$ cat src/rtl/axi_bridge_wr_arbiter_pkg.sv
// Shared widths, payload layouts, response codes and CID helpers for the 2:1 AXI3 write arbiter.
package axi_bridge_wr_arbiter_pkg;

    localparam int unsigned AXI_WIDTH_CID = 4;
    localparam int unsigned AXI_WIDTH_ID  = 4;
    localparam int unsigned AXI_WIDTH_AD  = 32;
    localparam int unsigned AXI_WIDTH_DA  = 32;
    localparam int unsigned AXI_WIDTH_DS  = AXI_WIDTH_DA / 8;
    localparam int unsigned AXI_WIDTH_SID = AXI_WIDTH_CID + AXI_WIDTH_ID;

    // AW control tail: AWLEN[4], AWLOCK[2], AWSIZE[3], AWBURST[2]
    localparam int unsigned AW_CTRL_W = 4 + 2 + 3 + 2;

    localparam int unsigned AWU = AXI_WIDTH_ID  + AXI_WIDTH_AD + AW_CTRL_W;
    localparam int unsigned AWM = AXI_WIDTH_SID + AXI_WIDTH_AD + AW_CTRL_W;
    localparam int unsigned WU  = AXI_WIDTH_ID  + AXI_WIDTH_DA + AXI_WIDTH_DS + 1;
    localparam int unsigned WM  = AXI_WIDTH_SID + AXI_WIDTH_DA + AXI_WIDTH_DS + 1;
    localparam int unsigned BU  = AXI_WIDTH_ID  + 2;
    localparam int unsigned BM  = AXI_WIDTH_SID + 2;

    typedef enum logic [1:0] {
        RESP_OKAY   = 2'b00,
        RESP_EXOKAY = 2'b01,
        RESP_SLVERR = 2'b10,
        RESP_DECERR = 2'b11
    } bresp_e;

    typedef enum logic {
        ST_IDLE = 1'b0,
        ST_BUSY = 1'b1
    } aw_state_e;

    function automatic logic [AXI_WIDTH_CID-1:0] cid_enc(input logic idx);
        return AXI_WIDTH_CID'(idx);
    endfunction

    function automatic logic [AXI_WIDTH_CID-1:0] cid_dec(input logic [BM-1:0] bpay);
        return bpay[BM-1 -: AXI_WIDTH_CID];
    endfunction

endpackage

$ cat src/rtl/axi_bridge_wr_arb_fifo.sv
// Order FIFO holding the requester index of each granted AW until its WLAST passes.
module axi_bridge_wr_arb_fifo #(
    parameter int unsigned DEPTH = 4,
    parameter int unsigned DW    = 1
) (
    input  logic          i_clk,
    input  logic          i_rst,
    input  logic          i_push,
    input  logic [DW-1:0] i_din,
    input  logic          i_pop,
    output logic [DW-1:0] o_head_c,
    output logic          o_full_c,
    output logic          o_empty_c
);

    localparam int unsigned PW = $clog2(DEPTH);
    localparam int unsigned CW = PW + 1;

    logic [DW-1:0] r_mem [DEPTH];
    logic [PW-1:0] r_wp;
    logic [PW-1:0] r_rp;
    logic [CW-1:0] r_cnt;

    // Power-of-2 depth lets the pointers wrap naturally.
    always_ff @(posedge i_clk or posedge i_rst) begin
        if (i_rst) begin
            r_wp  <= '0;
            r_rp  <= '0;
            r_cnt <= '0;
            for (int i = 0; i < int'(DEPTH); i++) begin
                r_mem[i] <= '0;
            end
        end else begin
            if (i_push) begin
                r_mem[r_wp] <= i_din;
                r_wp        <= r_wp + PW'(1);
            end
            if (i_pop) begin
                r_rp <= r_rp + PW'(1);
            end
            case ({i_push, i_pop})
                2'b10:   r_cnt <= r_cnt + CW'(1);
                2'b01:   r_cnt <= r_cnt - CW'(1);
                default: r_cnt <= r_cnt;
            endcase
        end
    end

    assign o_head_c  = r_mem[r_rp];
    assign o_full_c  = (r_cnt == CW'(DEPTH));
    assign o_empty_c = (r_cnt == '0);

endmodule

$ cat src/rtl/axi_bridge_wr_arbiter.sv
// 2:1 AXI3 write-path arbiter: RR AW grant with CID tagging, W steering by grant order, B routing by CID.
// Optional outstanding-write limit enabled by AXI_BRIDGE_WR_ARB_OSTD_LIMIT_EN.
module axi_bridge_wr_arbiter
    import axi_bridge_wr_arbiter_pkg::*;
#(
    parameter int unsigned ORD_DEPTH = 4,
    parameter int unsigned MAX_OSTD  = 8
) (
    input  logic             ACLK,
    input  logic             ARESET,
    input  logic [2*AWU-1:0] S_AWPAY,
    input  logic [1:0]       S_AWVALID,
    output logic [1:0]       S_AWREADY,
    input  logic [2*WU-1:0]  S_WPAY,
    input  logic [1:0]       S_WVALID,
    output logic [1:0]       S_WREADY,
    output logic [2*BU-1:0]  S_BPAY,
    output logic [1:0]       S_BVALID,
    input  logic [1:0]       S_BREADY,
    output logic [AWM-1:0]   M_AWPAY,
    output logic             M_AWVALID,
    input  logic             M_AWREADY,
    output logic [WM-1:0]    M_WPAY,
    output logic             M_WVALID,
    input  logic             M_WREADY,
    input  logic [BM-1:0]    M_BPAY,
    input  logic             M_BVALID,
    output logic             M_BREADY,
    output logic             ERR_DROP
);

    // Illegal configurations elaborate this marker block so they stand out in the hierarchy.
    if (ORD_DEPTH < 2 || MAX_OSTD == 0) begin : g_cfg_illegal
    end

    aw_state_e               r_state;
    logic                    r_rr;
    logic                    w_grant;
    logic                    w_gnt_idx;
    logic                    w_lim_ok;
    logic                    w_full;
    logic                    w_empty;
    logic                    w_head;
    logic                    w_pop;
    logic [AWU-1:0]          w_aw_sel;
    logic [WU-1:0]           w_w_sel;
    logic [AXI_WIDTH_CID-1:0] w_cid;

    assign w_gnt_idx = S_AWVALID[r_rr] ? r_rr : ~r_rr;
    assign w_grant   = ~ARESET && (r_state == ST_IDLE) && (|S_AWVALID) && ~w_full && w_lim_ok;
    assign w_aw_sel  = w_gnt_idx ? S_AWPAY[2*AWU-1 -: AWU] : S_AWPAY[AWU-1:0];
    assign S_AWREADY = w_grant ? (w_gnt_idx ? 2'b10 : 2'b01) : 2'b00;

    // AW FSM: capture on grant, hold until the downstream handshake.
    always_ff @(posedge ACLK or posedge ARESET) begin
        if (ARESET) begin
            r_state   <= ST_IDLE;
            r_rr      <= 1'b0;
            M_AWVALID <= 1'b0;
            M_AWPAY   <= '0;
        end else begin
            case (r_state)
                ST_IDLE: begin
                    if (w_grant) begin
                        M_AWPAY   <= {cid_enc(w_gnt_idx), w_aw_sel};
                        M_AWVALID <= 1'b1;
                        r_rr      <= ~w_gnt_idx;
                        r_state   <= ST_BUSY;
                    end
                end
                ST_BUSY: begin
                    if (M_AWREADY) begin
                        M_AWVALID <= 1'b0;
                        r_state   <= ST_IDLE;
                    end
                end
                default: r_state <= ST_IDLE;
            endcase
        end
    end

`ifdef AXI_BRIDGE_WR_ARB_OSTD_LIMIT_EN
    localparam int unsigned OW = $clog2(MAX_OSTD + 1);
    logic [OW-1:0] r_ostd;
    logic          w_bhs;

    assign w_bhs    = M_BVALID && M_BREADY;
    assign w_lim_ok = (r_ostd != OW'(MAX_OSTD));

    always_ff @(posedge ACLK or posedge ARESET) begin
        if (ARESET) begin
            r_ostd <= '0;
        end else if (w_grant && !w_bhs) begin
            r_ostd <= r_ostd + OW'(1);
        end else if (!w_grant && w_bhs) begin
            r_ostd <= r_ostd - OW'(1);
        end
    end
`else
    assign w_lim_ok = 1'b1;
`endif

    axi_bridge_wr_arb_fifo #(
        .DEPTH (ORD_DEPTH),
        .DW    (1)
    ) u_ord_fifo (
        .i_clk     (ACLK),
        .i_rst     (ARESET),
        .i_push    (w_grant),
        .i_din     (w_gnt_idx),
        .i_pop     (w_pop),
        .o_head_c  (w_head),
        .o_full_c  (w_full),
        .o_empty_c (w_empty)
    );

    assign w_w_sel = w_head ? S_WPAY[2*WU-1 -: WU] : S_WPAY[WU-1:0];
    assign w_pop   = M_WVALID && M_WREADY && M_WPAY[0];

    // W steering follows the FIFO head; W may run ahead of the downstream AW.
    always_comb begin
        M_WVALID = 1'b0;
        M_WPAY   = '0;
        S_WREADY = 2'b00;
        if (!w_empty) begin
            M_WVALID         = S_WVALID[w_head];
            M_WPAY           = {cid_enc(w_head), w_w_sel};
            S_WREADY[w_head] = M_WREADY;
        end
    end

    assign w_cid = cid_dec(M_BPAY);

    // B routing by CID; unknown CIDs are sunk and flagged.
    always_comb begin
        S_BVALID = 2'b00;
        S_BPAY   = '0;
        M_BREADY = 1'b0;
        ERR_DROP = 1'b0;
        if (!ARESET) begin
            if (w_cid < AXI_WIDTH_CID'(2)) begin
                S_BVALID[w_cid[0]] = M_BVALID;
                M_BREADY           = S_BREADY[w_cid[0]];
                if (w_cid[0]) begin
                    S_BPAY[2*BU-1 -: BU] = M_BPAY[BU-1:0];
                end else begin
                    S_BPAY[BU-1:0] = M_BPAY[BU-1:0];
                end
            end else begin
                M_BREADY = 1'b1;
                ERR_DROP = M_BVALID;
            end
        end
    end

endmodule

$ cat config.mk
export PLATFORM = sky130hd
export DESIGN_NAME = axi_bridge_wr_arbiter
export DESIGN_NICKNAME = d
export VERILOG_FILES = /design/src/rtl/axi_bridge_wr_arbiter_pkg.sv /design/src/rtl/axi_bridge_wr_arb_fifo.sv /design/src/rtl/axi_bridge_wr_arbiter.sv
export SDC_FILE = /design/constraint.sdc
export NUM_CORES = 1
export LEC_CHECK = 0
export BUFFER_PORTS_ARGS = -buffer_cell sky130_fd_sc_hd__buf_2
export CORE_AREA = 2 2 122 124
export CTS_CLUSTER_DIAMETER = 60
export DETAILED_ROUTE_END_ITERATION = 7
export DIE_AREA = 0 0 124 126
export HOLD_SLACK_MARGIN = 0.03
export PLACE_DENSITY_LB_ADDON = 0.1
export REMOVE_ABC_BUFFERS = 1
export SYNTH_ARGS = -nofsm -noshare
export SYNTH_HDL_FRONTEND = slang
export SYNTH_SLANG_ARGS = --single-unit
$ cat constraint.sdc
create_clock -name ACLK -period 3.3 [get_ports ACLK]
set_clock_uncertainty 0.15 [all_clocks]
set_input_delay 0.495 -clock ACLK [delete_from_list [all_inputs] [get_ports ACLK]]
set_output_delay 0.495 -clock ACLK [all_outputs]
set_load 0.02 [all_outputs]
Word-level counts from Yosys, hierarchy flattened

Cells that the tools add are included.

Register bits after elaboration: 62
Bits of input ports: 197
Output and inout bits: 118
Word-level logic and storage cells: 92

Add/sub/neg operators: 4
$lt $le $gt $ge: 9
Equal/unequal tests: 5
Mux-type cells: 41
Bitwise gates (word level): 9
Reductions and logical operators: 13

Operators with widths:

| kind                | number |
|---|---|
| $mux 47             | 1 |
| $mux 42             | 1 |
| $mux 41             | 1 |
| $mux 12             | 2 |
| $mux 1              | 21 |
| $mux 6              | 2 |
| $mux 2              | 5 |
| $logic_and 1x1->1   | 8 |
| $ge 3x3->1 const B  | 2 |
| $lt 1x2->1 const B  | 3 |
| $not 2->3           | 2 |
| $pmux 3 s2          | 1 |
| $not 1->1           | 5 |
| $add 2x1->2 const B | 2 |
| $and 2x2->2         | 2 |
| $bwmux 4            | 1 |
| $lt 4x2->1 const B  | 1 |
| $pmux 1 s2          | 2 |
| $reduce_and 2->1    | 2 |
| $add 3x1->3 const B | 1 |
| $eq 3x3->1 const B  | 1 |
| $logic_not 3->1     | 1 |
| $lt 3x1->1 const B  | 1 |
| $sub 3x1->3 const B | 1 |
| other kinds (10)    | 12 |

Longest topological paths before layout

Word-level depth: 11
Mapped depth: 11
Gate-level depth less buffers: 10

By module

A second synthesis with hierarchy kept.

Cell total of the unflattened synthesis: 467
Area total of the unflattened synthesis: 4035.1 sq um

By module, submodules not included:

| module                 | times used | cells an instance | area an instance (sq um) | sequential area each (sq um) |
|---|---|---|---|---|
| axi_bridge_wr_arbiter  | 1          | 420               | 3470.8                   | 1276.2 |
| axi_bridge_wr_arb_fifo | 1          | 47                | 564.3                    | 275.3 |

Least setup slack after synthesis

Ideal clock, no wire load.

Path type: input port to output port
Start point: input port ARESET
End point: output port S_BPAY[10]
Data arrival time: 2456 ps
Required time: 2655 ps
Path slack: 199 ps
Stages: 3
Buffers on the path: 0
Cell sequence: inv_1 -> and3_1 -> and2_1

Cells in the longest elaborated chain, start to end: 1

Ends and longest elaborated chain:

| item            | RTL line                     | RTL |
|---|---|---|
| start, declared | axi_bridge_wr_arbiter.sv:10  | `input logic ARESET,` |
| $mux 12         | axi_bridge_wr_arbiter.sv:140 | `if (!ARESET) begin` |
| end, declared   | axi_bridge_wr_arbiter.sv:17  | `output logic [2*BU-1:0] S_BPAY,` |

Every way passes these cells.

Worst setup path after layout

Start point: register u_ord_fifo.r_rp[1]
End point: output port M_WPAY[5]

Cells in the longest elaborated chain, start to end: 6

Ends and longest elaborated chain:

| item                                       | RTL line                     | RTL |
|---|---|---|
| start, declared                            | axi_bridge_wr_arb_fifo.sv:21 | `logic [PW-1:0] r_rp;` |
| start signal, assigned                     | axi_bridge_wr_arb_fifo.sv:39 | `r_rp <= r_rp + PW'(1);` |
| $not 2->3 (not written as such)            | axi_bridge_wr_arb_fifo.sv:49 | `assign o_head_c = r_mem[r_rp];` |
| $bmux 1 s2                                 | axi_bridge_wr_arb_fifo.sv:49 |  |
| $mux 1 (not written as such) (2 in series) | axi_bridge_wr_arb_fifo.sv:49 |  |
| $mux 41                                    | axi_bridge_wr_arbiter.sv:117 | `assign w_w_sel = w_head ? S_WPAY[2*WU-1 -: WU] : S_WPAY[WU-1:0];` |
| $mux 42                                    | axi_bridge_wr_arbiter.sv:125 | `if (!w_empty) begin` |
| end, declared                              | axi_bridge_wr_arbiter.sv:23  | `output logic [WM-1:0] M_WPAY,` |

Every way passes these cells. The select of a mux whose other input is x is not followed.

==> impl_metrics.json <==
{
  "status": "finished with violations",
  "violations": "DRC",
  "fmax_mhz": 339,
  "yosys.area.top_type_share": 0.440,
  "setup_ws_ps": 354,
  "nets": 905,
  "rsz0062_at_grt": "false",
  "pre_cts_ws_ps": 549,
  "synth.top_cells.by_area": "dfrtp_1 (44%), a222oi_1 (13%), nand2_1 (9.3%), a21oi_1 (7.5%), inv_1 (6.1%)",
  "yosys.area.top_type": "dfrtp_1",
  "diodes": 0,
  "antenna_found_initial": 1,
  "cp-end-kind": "primary output",
  "drv_cap": 0,
  "ant_nets": 0,
  "die_h_um": 126,
  "rr_worst_depth": 10,
  "hp-class": "primary input to register",
  "layout-drive-gt1-share": 0.484,
  "startpoint": "u_ord_fifo.r_rp[1]$_DFFE_PP0P_",
  "peakVddDrop_v": 0.000358,
  "synth_ff_type": "dfrtp_1",
  "place_area_um2": 5210,
  "finalCriticalPeriod_ps": 2950,
  "grt_util_all_layers": 0.155,
  "pin_count": 315,
  "final_cell_mix": "buf_2 (308), nand2_1 (87), dfrtp_1 (62), inv_1 (56), a21oi_1 (53)",
  "cp.required_ps": 2650,
  "cp_data_arrival_time_ps": 2300,
  "drc": 2,
  "grt_start_max_net_pins": 63,
  "syn_inst": 404,
  "yosys_warnings": 0,
  "setup_viol": 0,
  "synth_seq_cells": 62,
  "clock_sinks": 62,
  "design.die.area_um2": 15600,
  "synth-edff-count": 0,
  "cts_resized": 0,
  "clk_path_buf_depth": 2,
  "rr_startpoint": "u_ord_fifo.r_rp[1]$_DFFE_PP0P_",
  "gp_congestion": 0.747,
  "clk_pin_slew_ps": 50,
  "crit_fanout": 44,
  "startpoint_type": "register",
  "core.rowCount": 44,
  "portBuffers": 308,
  "crit_end": "M_WPAY[5]",
  "power_mw": 5.83,
  "grt_pass1_vias": 3873,
  "reg2reg_slack_ps": 700,
  "period_share": 0.893,
  "worstSkewPairLatency_ps": 320,
  "dp_cells": 875,
  "dpl.hpwl_um": 10100,
  "finalMaxSlewViolations": 0,
  "core_area_um2": 14300,
  "powerDensity_nw_per_um2": 1060,
  "hold_violations": 0,
  "criticalPathCategory": "register to primary output",
  "htree_levels": 3,
  "vias": 4134,
  "drt_first_pass_iters": 8,
  "ys_types": 33,
  "routed_wl_um": 12900,
  "setup-tns-final_ps": 0,
  "cts-hold-fix-buffers": 0,
  "async_reset_ff_frac": 1.00,
  "final_cells": 890,
  "area_delta_synth_final_pct": 55.3,
  "grt_pass1_wl_um": 18900,
  "fp.dieW_um": 124,
  "overflow": 0,
  "numCtsBuffers": 9,
  "vias_per_cell": 4.64,
  "yosysSeqAreaShare": 0.440,
  "final_common_cell": "buf_2",
  "tightest_slew_ps": 783,
  "start_util": 0.247,
  "drt_iter0_markers": 308,
  "clock-root-buffer": "clkbuf_16",
  "cts_tree": "yes",
  "syn-cell-area_um2": 3530,
  "leakagePower_nw": 3.17,
  "design_area_um2": 5480,
  "max_slew_margin": 0.478,
  "r2r-end": "u_ord_fifo.r_cnt[2]$_DFFE_PP0P_",
  "synth.avg_cell_area_um2": 8.74,
  "wl_per_cell_um": 14.5,
  "postCtsSetupBuffers": 0
}
## how the worst min path moves through the flow
stage	cells after the start	slack, ps	to	startpoint
after floorplan	1	290	M_AWVALID$_DFFE_PP0P_	r_state$_DFF_PP0_
after global placement	1	310	M_AWVALID$_DFFE_PP0P_	r_state$_DFF_PP0_
after detailed placement	1	310	M_AWVALID$_DFFE_PP0P_	r_state$_DFF_PP0_
after CTS	2	190	M_AWVALID$_DFFE_PP0P_	M_AWREADY
after global routing	2	200	M_AWVALID$_DFFE_PP0P_	M_AWREADY
final	2	210	M_AWVALID$_DFFE_PP0P_	M_AWREADY
## metal layers
| metal | track usage | share of wire | routed length, um |
|---|---|---|---|
| met1 | 0.170 | 0.36 | 4670 |
| met2 | 0.284 | 0.52 | 6640 |
| met3 | 0.0489 | 0.11 | 1460 |
| met4 | 0.0436 | 0.0079 | 102 |
| met5 | 0 | 0.0010 | 13 |
## metrics by stage
| step | hold slack (ps) | util |
|---|---|---|
| 2_1_floorplan | 290 | - |
| 3_3_place_gp | 308 | 0.364 |
| 3_5_place_dp | 312 | 0.364 |
| 4_1_cts | 191 | 0.383 |
| 5_1_grt | 200 | 0.383 |
| 6_report | 208 | 0.383 |
## synth_stat cells, types with 4 or more instances
| library cell | count |
|---|---|
| clkbuf_1 | 14 |
| buf_2 | 11 |
| nand2_1 | 87 |
| buf_4 | 6 |
| nor2_1 | 11 |
| dfrtp_1 | 62 |
| ha_1 | 5 |
| inv_1 | 57 |
| a21oi_1 | 53 |
| a222oi_1 | 47 |
| and2_1 | 14 |
| mux2i_1 | 4 |
## logic make-up after synthesis
group,count (synthesis),share of synthesized area
buffers and inverters,92,0.112
flip-flops,62,0.440
other,1,0.00106
multiplexers,7,0.0241
AO/OA/AOI/OAI,108,0.234
adder cells (fa/ha/maj),6,0.0234
XOR/XNOR,5,0.0124
AND/OR/NAND/NOR,123,0.153
## power by group
group / total [mW] / switching [mW] / internal, mW
clock: 0.854 / 0.315 / 0.539
sequential: 1.39 / 0.260 / 1.13
combinational: 3.59 / 2.33 / 1.27
## state kept, by name, indices dropped and copies added, names as in the netlist
name,flops
u_ord_fifo.r_rp,2
r_rr,1
M_AWVALID,1
u_ord_fifo.r_cnt,3
u_ord_fifo.r_mem,4
u_ord_fifo.r_wp,2
r_state,1
M_AWPAY,48
## critical path, stage by stage, from the launching register on
cell and delay [ps]:
dfrtp_1 440, mux2i_1 290, mux2_2 730, nand2_1 150
a21oi_1 180, buf_2 190
## layout make-up
type                       count  area, um^2
clock buffer                  11         253
multi-input combinational    255        1610
inverter                      58         218
fill                        1543        8830
sequential                    62        1550
clock inverter                 4        22.5
timing repair buffer         316        1600
tap                          184         230
No activity file was read; power rests on OpenSTA's default activity.
